===== src/rtl/loadable_counter_if.sv =====
// loadable_counter_if
//   Groups the load/direction controls and the count outputs of
//   loadable_counter into one bundle.
//
//   Parameters:
//     WIDTH   counter width in bits (legal >= 2)
//
//   Signals:
//     ld      synchronous load enable
//     d       parallel load value
//     updown  direction: 1 = up, 0 = down
//     q       registered counter value
//     tc      terminal count for the current direction
//     zero    q == 0
//
//   Modports:
//     master  drives ld/d/updown, observes q/tc/zero
//     slave   the counter side
interface loadable_counter_if #(
    parameter int WIDTH = 4
);
    logic             ld;
    logic [WIDTH-1:0] d;
    logic             updown;
    logic [WIDTH-1:0] q;
    logic             tc;
    logic             zero;

    modport master (
        output ld,
        output d,
        output updown,
        input  q,
        input  tc,
        input  zero
    );

    modport slave (
        input  ld,
        input  d,
        input  updown,
        output q,
        output tc,
        output zero
    );
endinterface


===== src/rtl/loadable_counter.sv =====
// loadable_counter
//   Up/down binary counter with synchronous parallel load and
//   asynchronous active-high reset. Steps once per clock in the
//   direction selected by updown; a load takes priority over counting.
//   Terminal-count and zero flags are decoded combinationally from q.
//
//   Build option:
//     LOADABLE_COUNTER_SAT_EN  when defined, counting saturates at
//                              all-ones (up) and zero (down) instead
//                              of wrapping; load and reset unchanged.
//
//   Parameters:
//     WIDTH   counter width in bits (legal >= 2)
//
//   Ports:
//     clk     rising-edge clock
//     rst     asynchronous reset, active-high, forces q to 0
//     bus     loadable_counter_if.slave: ld, d, updown in; q, tc, zero out
module loadable_counter #(
    parameter int WIDTH = 4
) (
    input  logic               clk,
    input  logic               rst,
    loadable_counter_if.slave  bus
);

    localparam logic [WIDTH-1:0] ALL_ONES = '1;
    localparam logic [WIDTH-1:0] ALL_ZERO = '0;

    logic [WIDTH-1:0] count;
    logic [WIDTH-1:0] count_next;
    logic             at_max;
    logic             at_min;

    assign at_max = (count == ALL_ONES);
    assign at_min = (count == ALL_ZERO);

    // Next value: load beats counting, so a load coinciding with a
    // wrap/saturation condition simply takes d.
    always_comb begin
        count_next = count;
        if (bus.ld) begin
            count_next = bus.d;
        end else if (bus.updown) begin
`ifdef LOADABLE_COUNTER_SAT_EN
            if (!at_max) begin
                count_next = count + 1'b1;
            end
`else
            count_next = count + 1'b1;
`endif
        end else begin
`ifdef LOADABLE_COUNTER_SAT_EN
            if (!at_min) begin
                count_next = count - 1'b1;
            end
`else
            count_next = count - 1'b1;
`endif
        end
    end

    // Reset is the only term in the sensitivity besides clk, so ld/d/updown
    // cannot reach the register while rst is held.
    always_ff @(posedge clk or posedge rst) begin
        if (rst) begin
            count <= '0;
        end else begin
            count <= count_next;
        end
    end

    assign bus.q    = count;
    assign bus.zero = at_min;
    // Limit in the current direction; in the saturating build this is
    // exactly the "pinned" condition as well.
    assign bus.tc   = bus.updown ? at_max : at_min;

endmodule


===== src/flat_wrapper.sv =====
// flat-port wrapper written by rule: the top's interface ports become plain ports
module loadable_counter_flat 
#(
    parameter int WIDTH = 4
)
  (clk, rst, bus_ld, bus_d, bus_updown, bus_q, bus_tc, bus_zero);
  loadable_counter_if #(.WIDTH(WIDTH)) bus_i ();
  input  logic clk;
  input  logic rst;
  input wire logic [$bits(bus_i.ld)-1:0] bus_ld;
  input wire logic [$bits(bus_i.d)-1:0] bus_d;
  input wire logic [$bits(bus_i.updown)-1:0] bus_updown;
  output wire logic [$bits(bus_i.q)-1:0] bus_q;
  output wire logic [$bits(bus_i.tc)-1:0] bus_tc;
  output wire logic [$bits(bus_i.zero)-1:0] bus_zero;
  assign bus_i.ld = bus_ld;
  assign bus_i.d = bus_d;
  assign bus_i.updown = bus_updown;
  assign bus_q = bus_i.q;
  assign bus_tc = bus_i.tc;
  assign bus_zero = bus_i.zero;
  loadable_counter #(.WIDTH(WIDTH)) u_core (.clk(clk), .rst(rst), .bus(bus_i));
endmodule

===== config.mk =====
export PLATFORM = sky130hd
export DESIGN_NAME = loadable_counter_flat
export DESIGN_NICKNAME = d
export VERILOG_FILES = /design/src/rtl/loadable_counter_if.sv /design/src/rtl/loadable_counter.sv /design/src/flat_wrapper.sv
export SDC_FILE = /design/constraint.sdc
export NUM_CORES = 1
export LEC_CHECK = 0
export CORE_AREA = 3 3 40 42
export DETAILED_ROUTE_END_ITERATION = 7
export DIE_AREA = 0 0 43 45
export HOLD_SLACK_MARGIN = 0.06
export PLACE_DENSITY_LB_ADDON = 0.12
export REMOVE_ABC_BUFFERS = 1
export SETUP_SLACK_MARGIN = 0.4
export SYNTH_ARGS = -nofsm -noshare
export SYNTH_HDL_FRONTEND = slang
export SYNTH_SLANG_ARGS = --single-unit

===== constraint.sdc =====
create_clock -name clk -period 1.8 [get_ports clk]
set_input_delay 0.36 -clock clk [delete_from_list [all_inputs] [get_ports clk]]
set_output_delay 0.36 -clock clk [all_outputs]
set_load 0.01 [all_outputs]

==> results of run 1 <==
[how the worst min path moves through the flow]
stage	to	slack, ns	cells after the start
after floorplan	u_core.bus.q[0]	0.13	1
after global placement	u_core.bus.q[0]	0.55	2
after detailed placement	u_core.bus.q[3]	0.56	2
after CTS	u_core.bus.q[3]	0.31	2
after global routing	u_core.bus.q[2]	0.34	2
final	u_core.bus.q[3]	0.32	2
[cells in the mapped netlist]
library cell               n  area [um2]
sky130_fd_sc_hd__nand3_1   1        5.00
sky130_fd_sc_hd__fa_1      1        20.0
sky130_fd_sc_hd__nand4_1   1        6.26
sky130_fd_sc_hd__nand2_1   3        11.3
sky130_fd_sc_hd__nor4_1    1        6.26
sky130_fd_sc_hd__xor2_1    1        8.76
sky130_fd_sc_hd__o21ai_0   3        15.0
sky130_fd_sc_hd__ha_1      2        25.0
sky130_fd_sc_hd__xnor2_1   1        8.76
sky130_fd_sc_hd__a311oi_1  1        8.76
sky130_fd_sc_hd__a21oi_1   1        5.00
sky130_fd_sc_hd__nor2b_1   2        12.5
sky130_fd_sc_hd__dfrtp_1   4         100
sky130_fd_sc_hd__a211oi_1  1        7.51
sky130_fd_sc_hd__inv_1     2        7.51
sky130_fd_sc_hd__mux2_2    1        11.3
[area by class of cell]
type                            count  area share (%)
Multi-Input combinational cell     20            37.2
Sequential cell                     4            17.7
Inverter                            2            1.33
Clock buffer                        3            3.98
Timing Repair Buffer               23            36.5
Tap cell                           15            3.32
[per-layer routing]
layer	GRT usage (%)	part of all wire, %	up-vias
met5	0	0	-
met1	9.71	42	143
li1	-	-	149
met3	1.99	8.9	0
met2	14.4	49	12
met4	7.23	0	0
[cells in the final DEF (no fill, tap or decap)]
cell type,count
sky130_fd_sc_hd__a311oi_1,1
sky130_fd_sc_hd__nor2b_1,2
sky130_fd_sc_hd__a211oi_2,1
sky130_fd_sc_hd__ha_2,1
sky130_fd_sc_hd__xnor2_2,1
sky130_fd_sc_hd__dfrtp_1,4
sky130_fd_sc_hd__ha_4,1
sky130_fd_sc_hd__nand4_1,1
sky130_fd_sc_hd__buf_6,4
sky130_fd_sc_hd__xor2_1,1
sky130_fd_sc_hd__clkdlybuf4s50_1,6
sky130_fd_sc_hd__inv_2,1
sky130_fd_sc_hd__buf_4,7
sky130_fd_sc_hd__nand3_2,1
sky130_fd_sc_hd__inv_1,1
sky130_fd_sc_hd__buf_2,1
sky130_fd_sc_hd__o21ai_1,1
sky130_fd_sc_hd__nor4_4,1
sky130_fd_sc_hd__nand2_1,3
sky130_fd_sc_hd__a21oi_4,1
sky130_fd_sc_hd__fa_1,1
sky130_fd_sc_hd__clkbuf_4,3
sky130_fd_sc_hd__mux2_2,1
sky130_fd_sc_hd__o21ai_0,2
sky130_fd_sc_hd__clkdlybuf4s15_1,3
sky130_fd_sc_hd__dlygate4sd2_1,1
sky130_fd_sc_hd__clkbuf_2,1
[kinds of logic after synthesis]
logic type,count (synthesis)
compound gates,6
xor+xnor,2
fa+ha+maj,3
buf+inv,2
flops,4
mux,1
simple gates,8
[worst max-delay path, stage by stage, from the launching register on]
cell and delay (ns):
sky130_fd_sc_hd__dfrtp_1 0.39, sky130_fd_sc_hd__nor4_4 0.30, sky130_fd_sc_hd__nand2_1 0.08, sky130_fd_sc_hd__o21ai_1 0.07
sky130_fd_sc_hd__buf_2 0.14
[timing repair]
action,4_1_cts,5_1_grt
setup buffers,0,2
pin swaps,5,5
gates resized for setup,24,9
endpoints found under the setup margin,9,7
[per-stage QoR]
step	cell area (um2)	TNS, ns
4_1_cts	512	0
3_3_place_gp	468	-0.384
6_report	566	0
5_1_grt	566	0
2_1_floorplan	259	0
3_5_place_dp	468	-0.478
[power groups by stage]
stage	Clock, mW	Combinational, mW	Sequential, mW
floorplan	0	0.0678	0.141
CTS	0.114	0.225	0.123
global route	0.114	0.297	0.134
global placement	0	0.215	0.120
detailed placement	0	0.218	0.121
finish	0.107	0.275	0.131
==> out/summary.md, run 1 <==
## Detailed routing
- 304 — vias post-DR
- 4.54 — routed vias/inst
- 0 — residual antenna-violating net count after detailed routing
- 0 — remaining design rule violation count
- 2 — Initial DRT Pass Iterations
- 2 — Detailed Route Iter0 Violations
- 11.5 um — average wire length per cell after detail routing
- 771 um — WL final

## Timing
- 0 — count of final max-slew check failures
- 80.4% — headroom to the max-slew limit
- 0.638 GHz — Max Fclk
- 87.1% — final worst-path cycle share
- 0.294 ns — actual slew at the worst max-slew pin
- 0 — number of hold violations in the final report
- yes — unrepaired setup endpoints after global routing
- 1.57 ns — final period demand of the worst path
- 0.316 ns — worst hold slack
- 0 — endpoints failing setup
- 0.232 ns — minimum setup slack in the final design
- 0.00193 ns — Worst Clk Skew

## Placed design
- 604 um — dpl hpwl
- -0.193 ns — worst setup timing slack at the placement stage
- 13 — total of buffers placed on input and output ports
- 0.724 — last weighted congestion value of the routability-driven placer
- 62 — placed instance count

## Critical path
- 1.21 ns — CP Data Arrival Time
- 4 — path depth of the worst reg2reg path
- u_core.bus.q[1] — launch instance of the worst register-to-register path
- u_core.bus.q[0] — crit path launch
- flip-flop — Startpoint Class
- flip-flop to output pin — type of the worst setup path
- 0.30 ns — Worst R2R Setup Slack
- output pin — nature of the critical path endpoint
- 2 — highest net fanout along the worst path
- bus_tc — timing endpoint of the critical path
- 1.44 ns — Crit path required time
- u_core.bus.q[1] — reg-to-reg endpoint

## Yosys
- 6.76% — fraction of synthesized cell area in xor and xnor cells
- adder cells — main combinational cell family by area after synthesis
- 26 — post-synthesis cell count
- 0 — YS warnings
- 4 — number of storage elements in the synthesis netlist
- 17.4% — post-synthesis share of cell area spent on full adders, half adders and majority gates
- 38.6% — sequential element share of the synthesized area
- 15.9% — simple-gate area share of the yosys netlist
- 259 um2 — post-synth design cell area
- 16 — post-synth cell types
- 4.35% — mux share of post-synthesis cell area
- 9.96 um2 — average footprint of a synthesized cell
- 14.0% — area fraction in compound gates after synthesis

## Clock tree
- built — CTS tree
- 3 — number of CTS-inserted buffers
- sky130_fd_sc_hd__clkbuf_4 — root cell of the clock tree
- 1 — H-tree depth reported by CTS
- 0.23 ns — clock network latency to the later pin of the worst-skew pair
- 4 — number of sinks on the clock net
- 0.04 ns — clock input transition at the sequential cells of the worst setup and hold paths
- 2 — Max Buffers Root-to-Sink
- 0 — # hold bufs at CTS

## Finish
- 44.0% — post-layout util
- 118% — Layout Area Growth over Synthesis
- 100 um2 — Storage cell area
- 0 — # diodes
- 4 — flip-flop count of the largest register after layout
- 144 — number of fillers in the final layout
- 67 — filler-free cell count of the finished design
- 210 um2 — combined area of the multi-input logic cells
- 48.1% — share of final-layout standard cells stronger than drive strength 1
- 65 — count of nets after finishing

## Pwr
- 906 nW/um2 — power per standard cell area
- 53.6% — fraction of power consumed by combinational cells
- 0.242 nW — P_leak
- 25.6% — Sequential Power Share
- 512 uW — final total power
- 344 uW — Int Power
- 20.8% — clock network power share
- 0.529 mV — Worst VDD drop
- 168 uW — switching power of the nets
- 32.8% — switching share of power

## Floorplan
- 43 um — Die X
- 13 — Row Count
- 1280 um2 — placeable core area
- 14 — num ports
- 20.2% — initial core utilization
- 45 um — height of the die
- 1940 um2 — die area

## Global routing
- 8.76% — Tot GR Track Use
- 0 — antenna violations before repair
- 9 — maximum number of pins on one net before global-route repair
- 281 — via count of the first global-routing pass
- 1200 um — first-pass GRT wire length
- 0 — total overflow reported by the global router

## Job
- 0 — max-capacitance violation count

## Outcome
- complete, no violations — status

## Hold path
- primary input to async pin — worst min-delay path class

Power figures use the tool's default switching activity.
==> run 2, diff against run 1 <==
- CTS_CLUSTER_SIZE: not set -> 25
==> results of run 2 <==
Same layout as run 1: the final DEF is identical, and so are final timing and power.
